`config.mk`:
```
export PLATFORM = sky130hd
export DESIGN_NAME = activity_led
export DESIGN_NICKNAME = d
export VERILOG_FILES = /design/src/rtl/activity_pkg.sv /design/src/rtl/activity_sync2.sv /design/src/rtl/activity_led.sv
export SDC_FILE = /design/constraint.sdc
export NUM_CORES = 1
export LEC_CHECK = 0
export CORE_MARGIN = 10
export CORE_UTILIZATION = 35
export DETAILED_ROUTE_END_ITERATION = 16
export GPL_TIMING_DRIVEN = 0
export HOLD_SLACK_MARGIN = 0.03
export PLACE_DENSITY_LB_ADDON = 0.12
export SLEW_MARGIN = 15
export SYNTH_ARGS = -nofsm -noshare
export SYNTH_HDL_FRONTEND = slang
export SYNTH_HIERARCHICAL = 1
export SYNTH_SLANG_ARGS = --single-unit
export TNS_END_PERCENT = 50
```
`constraint.sdc`:
```
create_clock -name clk -period 2.35 [get_ports clk]
set_clock_uncertainty 0.2 [all_clocks]
set_input_delay 0.5875 -clock clk [delete_from_list [all_inputs] [get_ports clk]]
set_output_delay 0.5875 -clock clk [all_outputs]
set_load 0.01 [all_outputs]
```
`src/rtl/activity_pkg.sv`:
```
// Shared state encoding and default timing for the activity LED stretcher.
package activity_pkg;

    typedef enum logic [1:0] {
        ST_IDLE = 2'd0,
        ST_ON   = 2'd1,
        ST_OFF  = 2'd2
    } state_t;

    localparam int DEF_CW         = 22;
    localparam int DEF_ON_CYCLES  = 2**21;
    localparam int DEF_OFF_CYCLES = 2**21;
    localparam int DEF_EW         = 16;

endpackage

```
`src/rtl/activity_sync2.sv`:
```
// Two-flop synchronizer for a single bit from a foreign clock domain.
// Latency 2 clocks; no backpressure.
module activity_sync2 (
    input  logic clk,
    input  logic rstn,
    input  logic din,
    output logic dout
);

    logic meta;

    always_ff @(posedge clk or negedge rstn) begin
        if (!rstn) begin
            meta <= 1'b0;
            dout <= 1'b0;
        end else begin
            meta <= din;
            dout <= meta;
        end
    end

endmodule

```
`src/rtl/activity_led.sv`:
```
// activity_led: stretches trigger pulses into LED blinks; ACTIVITY_LED_SYNC_EN adds a 2-flop input sync.
// Latency 1 clk (3 with sync); no backpressure, triggers during a blink fold into one further blink.
module activity_led
    import activity_pkg::*;
#(
    parameter int CW         = DEF_CW,
    parameter int ON_CYCLES  = DEF_ON_CYCLES,
    parameter int OFF_CYCLES = DEF_OFF_CYCLES,
    parameter int EW         = DEF_EW
) (
    input  logic          clk,
    input  logic          rstn,
    input  logic          trigger,
    output logic          led,
    output logic          busy,
    output logic [EW-1:0] events
);

    localparam logic [CW-1:0] ON_LOAD  = CW'(ON_CYCLES - 1);
    localparam logic [CW-1:0] OFF_LOAD = CW'(OFF_CYCLES - 1);

    logic trig;

`ifdef ACTIVITY_LED_SYNC_EN
    activity_sync2 u_sync (
        .clk  (clk),
        .rstn (rstn),
        .din  (trigger),
        .dout (trig)
    );
`else
    assign trig = trigger;
`endif

    state_t        state, state_nxt;
    logic [CW-1:0] timer, timer_nxt;
    logic          pending, pending_nxt;
    logic          led_nxt, busy_nxt;

    always_ff @(posedge clk or negedge rstn) begin
        if (!rstn) begin
            state   <= ST_IDLE;
            timer   <= '0;
            pending <= 1'b0;
            led     <= 1'b0;
            busy    <= 1'b0;
        end else begin
            state   <= state_nxt;
            timer   <= timer_nxt;
            pending <= pending_nxt;
            led     <= led_nxt;
            busy    <= busy_nxt;
        end
    end

    always_comb begin
        state_nxt   = state;
        timer_nxt   = timer;
        pending_nxt = pending;
        case (state)
            ST_IDLE: begin
                if (trig) begin
                    state_nxt = ST_ON;
                    timer_nxt = ON_LOAD;
                end
            end
            ST_ON: begin
                pending_nxt = pending | trig;
                if (timer == '0) begin
                    state_nxt = ST_OFF;
                    timer_nxt = OFF_LOAD;
                end else begin
                    timer_nxt = timer - CW'(1);
                end
            end
            ST_OFF: begin
                if (timer == '0) begin
                    // The terminal dark cycle still counts as a trigger window.
                    if (pending || trig) begin
                        state_nxt = ST_ON;
                        timer_nxt = ON_LOAD;
                    end else begin
                        state_nxt = ST_IDLE;
                    end
                    pending_nxt = 1'b0;
                end else begin
                    timer_nxt   = timer - CW'(1);
                    pending_nxt = pending | trig;
                end
            end
            default: begin
                state_nxt   = ST_IDLE;
                timer_nxt   = '0;
                pending_nxt = 1'b0;
            end
        endcase
    end

    always_comb begin
        led_nxt  = (state_nxt == ST_ON);
        busy_nxt = (state_nxt != ST_IDLE);
    end

    always_ff @(posedge clk or negedge rstn) begin
        if (!rstn) begin
            events <= '0;
        end else if (trig && (events != {EW{1'b1}})) begin
            events <= events + EW'(1);
        end
    end

endmodule

```
==> flow_summary.ini <==
[timing]
fin_tns_setup_ns = -0.0504
final_max_slew_viol_count = 0
finalSetupViolCount = 1
slew_headroom_pct = 61.1
finalCriticalPeriod_ns = 2.40
fin_crit_sh_pct = 102
worstMarginPinSlew_ns = 0.584
fin_ws_ns = -0.0504
timing.fmax_ghz = 0.417
rsz0062_at_grt = true
report.final.hold_viol_count = 0

[drt]
ant_nets = 0
drcViolationCount = 0
first_pass_iters = 4
drt_wl_total_um = 6550
first_iter_violations = 126
viasPerCell = 5.63
drt-wirelength-per-cell_um = 16.6
vias = 2218

[setup_path]
cp-end-kind = register
worstPathRequired_ns = 2.34
crit_slowest_cell = or4_4
timing_worst_setup_path_type = reg -> reg
startpoint_type = register
cp_cell_sequence = or3_4, or4_4, buf_8, o41a_1, a32oi_1, o21ai_1
cp.arrival_ns = 2.39
crit_buf_inv = 1
critPathMaxFanout = 7
critical-path-max-stage-delay_ns = 0.49
path_delay_family = simple AND/OR/NAND/NOR gates

[cts]
cts_max_path_buffers = 2
h-tree-depth = 2
cts_root_buf = clkbuf_8
clock_sinks = 43
clkSlewWorstSetupHoldPaths_ns = 0.09
cts_tree = built
worstSkewPairLatency_ns = 0.30
cts_made_buffers = 5

[power]
leakage_nw = 1.23
ir_drop_mv = 0.365
p_per_area_nw_per_um2 = 1110

[global_route]
grt_pass1_vias = 2124
antenna_found_initial = 0
track_usage_pct = 12.1
grt_max_degree = 29
grt_pass1_wl_um = 11000
globalRouteOverflowTotal = 0

[synthesis]
yosysTopAreaCellShare_pct = 43.3
ys_ff_latch = 43
synth_cells = 257
async_flop_share_pct = 100
synth.distinct_cells = 59
synth_top_cell_by_area = dfrtp_1
netlist_area_um2 = 2480
synth_top_flop_cell = dfrtp_1
yosys_warnings = 6
synth-edff-count = 0
synth_seq_area_share_pct = 43.3
avgSynthCellArea_um2 = 9.66
syn-num-nets = 267
ys_top_cells_by_area = dfrtp_1 (43%), ha_1 (3.5%), a21oi_1 (3.2%)

[floorplan]
rows = 30
boundaryPins = 21
start_util_pct = 36.4
die_y_um = 104
die-area_um2 = 10900
fp.coreArea_um2 = 6830
die_x_um = 104

[min_path]
hp-class = reg -> reg

[final_layout]
final_area_um2 = 3180
fillers = 661
instances_no_fill = 394
nets = 307
drive_gt1_share_pct = 21.8
diodes = 0
area_growth_pct = 28.0

[place]
place_ws_ns = -0.937
place.gp.congestion = 0.800
dp.cells = 374
dpl_cell_area_um2 = 2820
numPortBuffers = 20
hpwl_um = 4510

[job]
cap_violations = 0

[outcome]
outcome = finished with violations
violations = setup timing
-- worst paths after layout --
check	depth (start not counted)	slack, ns	startpoint	endpoint
setup / recovery	6	-0.05	timer[5]$_DFFE_PN0P_	timer[21]$_DFFE_PN0P_
hold / removal	1	0.32	events[7]$_DFFE_PN0P_	events[7]$_DFFE_PN0P_
setup reg to reg	6	-0.05	timer[5]$_DFFE_PN0P_	timer[21]$_DFFE_PN0P_
hold reg to reg	1	0.32	events[7]$_DFFE_PN0P_	events[7]$_DFFE_PN0P_
max in group asynchronous	3	0.91	rstn	timer[20]$_DFFE_PN0P_
min in group asynchronous	2	0.55	rstn	timer[10]$_DFFE_PN0P_
-- routing by layer --
| layer | share of wire, % | wire [µm] | global-route usage, % |
|---|---|---|---|
| met1 | 47 | 3060 | 16.7 |
| met2 | 46 | 2990 | 18.0 |
| met3 | 6.3 | 410 | 3.22 |
| met4 | 1.3 | 88 | 3.38 |
| met5 | 0 | 0 | 0 |
-- cells by family (layout without fill, tap and decap cells) --
kind of cell               after synthesis  after routing  synth area share [%]
muxes                                    1              1                 0.453
and+or+nand+nor                         92             92                  21.2
DFF                                     43             43                  43.3
AOI/OAI and AO/OA                       79             79                  23.1
buffers and inverters                   22             63                  3.78
adders and majority gates                7              7                  3.53
xor gates and xnor gates                13             13                  4.58
-- what timing repair did --
action                                  in CTS  in global routing
cloned                                       0                  0
hold buffers                                 1                  0
setup buffers                                9                  4
pin swaps                                    4                  7
endpoints found under the setup margin      25                 25
hold endpoints to repair                    15                  0
resized for setup                           17                 28
-- cells in the final DEF (no fill, tap or decap), drive strengths merged, types with 3 or more instances in the layout --
cell           Yosys  layout
buf                2      20
o21ai             12      12
nor4               7       7
xnor2              8       8
a31oi             10      10
nor2              18      18
and4               4       4
nor2b              3       3
nand4              6       6
inv               12      13
o22a               8       8
clkdlybuf4s50      0      19
dfrtp             43      43
a21oi             16      16
or4                4       4
clkbuf             8       8
o21a               6       6
xor2               5       5
nand2             14      14
and3               7       7
ha                 7       7
nand3              6       6
nor3              11      11
a41oi              3       3
-- report_power, final --
| part | internal (W) | total, W | switching [W] |
|---|---|---|---|
| registers | 0.00102 | 0.00138 | 0.000365 |
| clock network | 0.000213 | 0.000502 | 0.000289 |
| logic | 0.000829 | 0.00165 | 0.000822 |
| total | 0.00206 | 0.00354 | 0.00148 |
-- layout make-up --
cell class	instances	area, µm²	area share, %
multi-input combinational	192	1460	45.9
sequential	43	1080	33.9
timing repair buffer	35	323	10.2
tap	96	120	3.78
clock buffer	5	68.8	2.17
buffer	8	60.1	1.89
inverter	12	45.0	1.42
clock inverter	3	23.8	0.748
-- registers in the layout (all words and copies together), names as in the netlist --
name	count
busy	1
events	16
led	1
pending	1
state	2
timer	22
-- Yosys cell counts (4+ instances only) --
library cell / count
clkbuf_1: 6
o21ai_0: 10
nor2_1: 18
nor3_1: 10
and3_1: 7
o21a_1: 6
nand3_1: 6
and4_1: 4
a31oi_1: 10
xor2_1: 5
nand4_1: 6
ha_1: 7
nand2_1: 14
nor4_1: 6
o22a_1: 7
inv_1: 12
a21oi_1: 16
xnor2_1: 8
dfrtp_1: 43
-- through the flow --
| step | hold slack [ns] | utilization, % | power, W |
|---|---|---|---|
| 6_report | 0.321 | 46.5 | 0.00354 |
| 5_1_grt | 0.339 | 46.5 | 0.00382 |
| 4_1_cts | 0.325 | 44.7 | 0.00341 |
| 3_5_place_dp | 0.305 | 41.3 | 0.00279 |
| 3_3_place_gp | 0.301 | 41.0 | 0.00276 |
| 2_1_floorplan | 0.0919 | - | 0.00228 |
No activity file was read; power rests on OpenSTA's default activity.
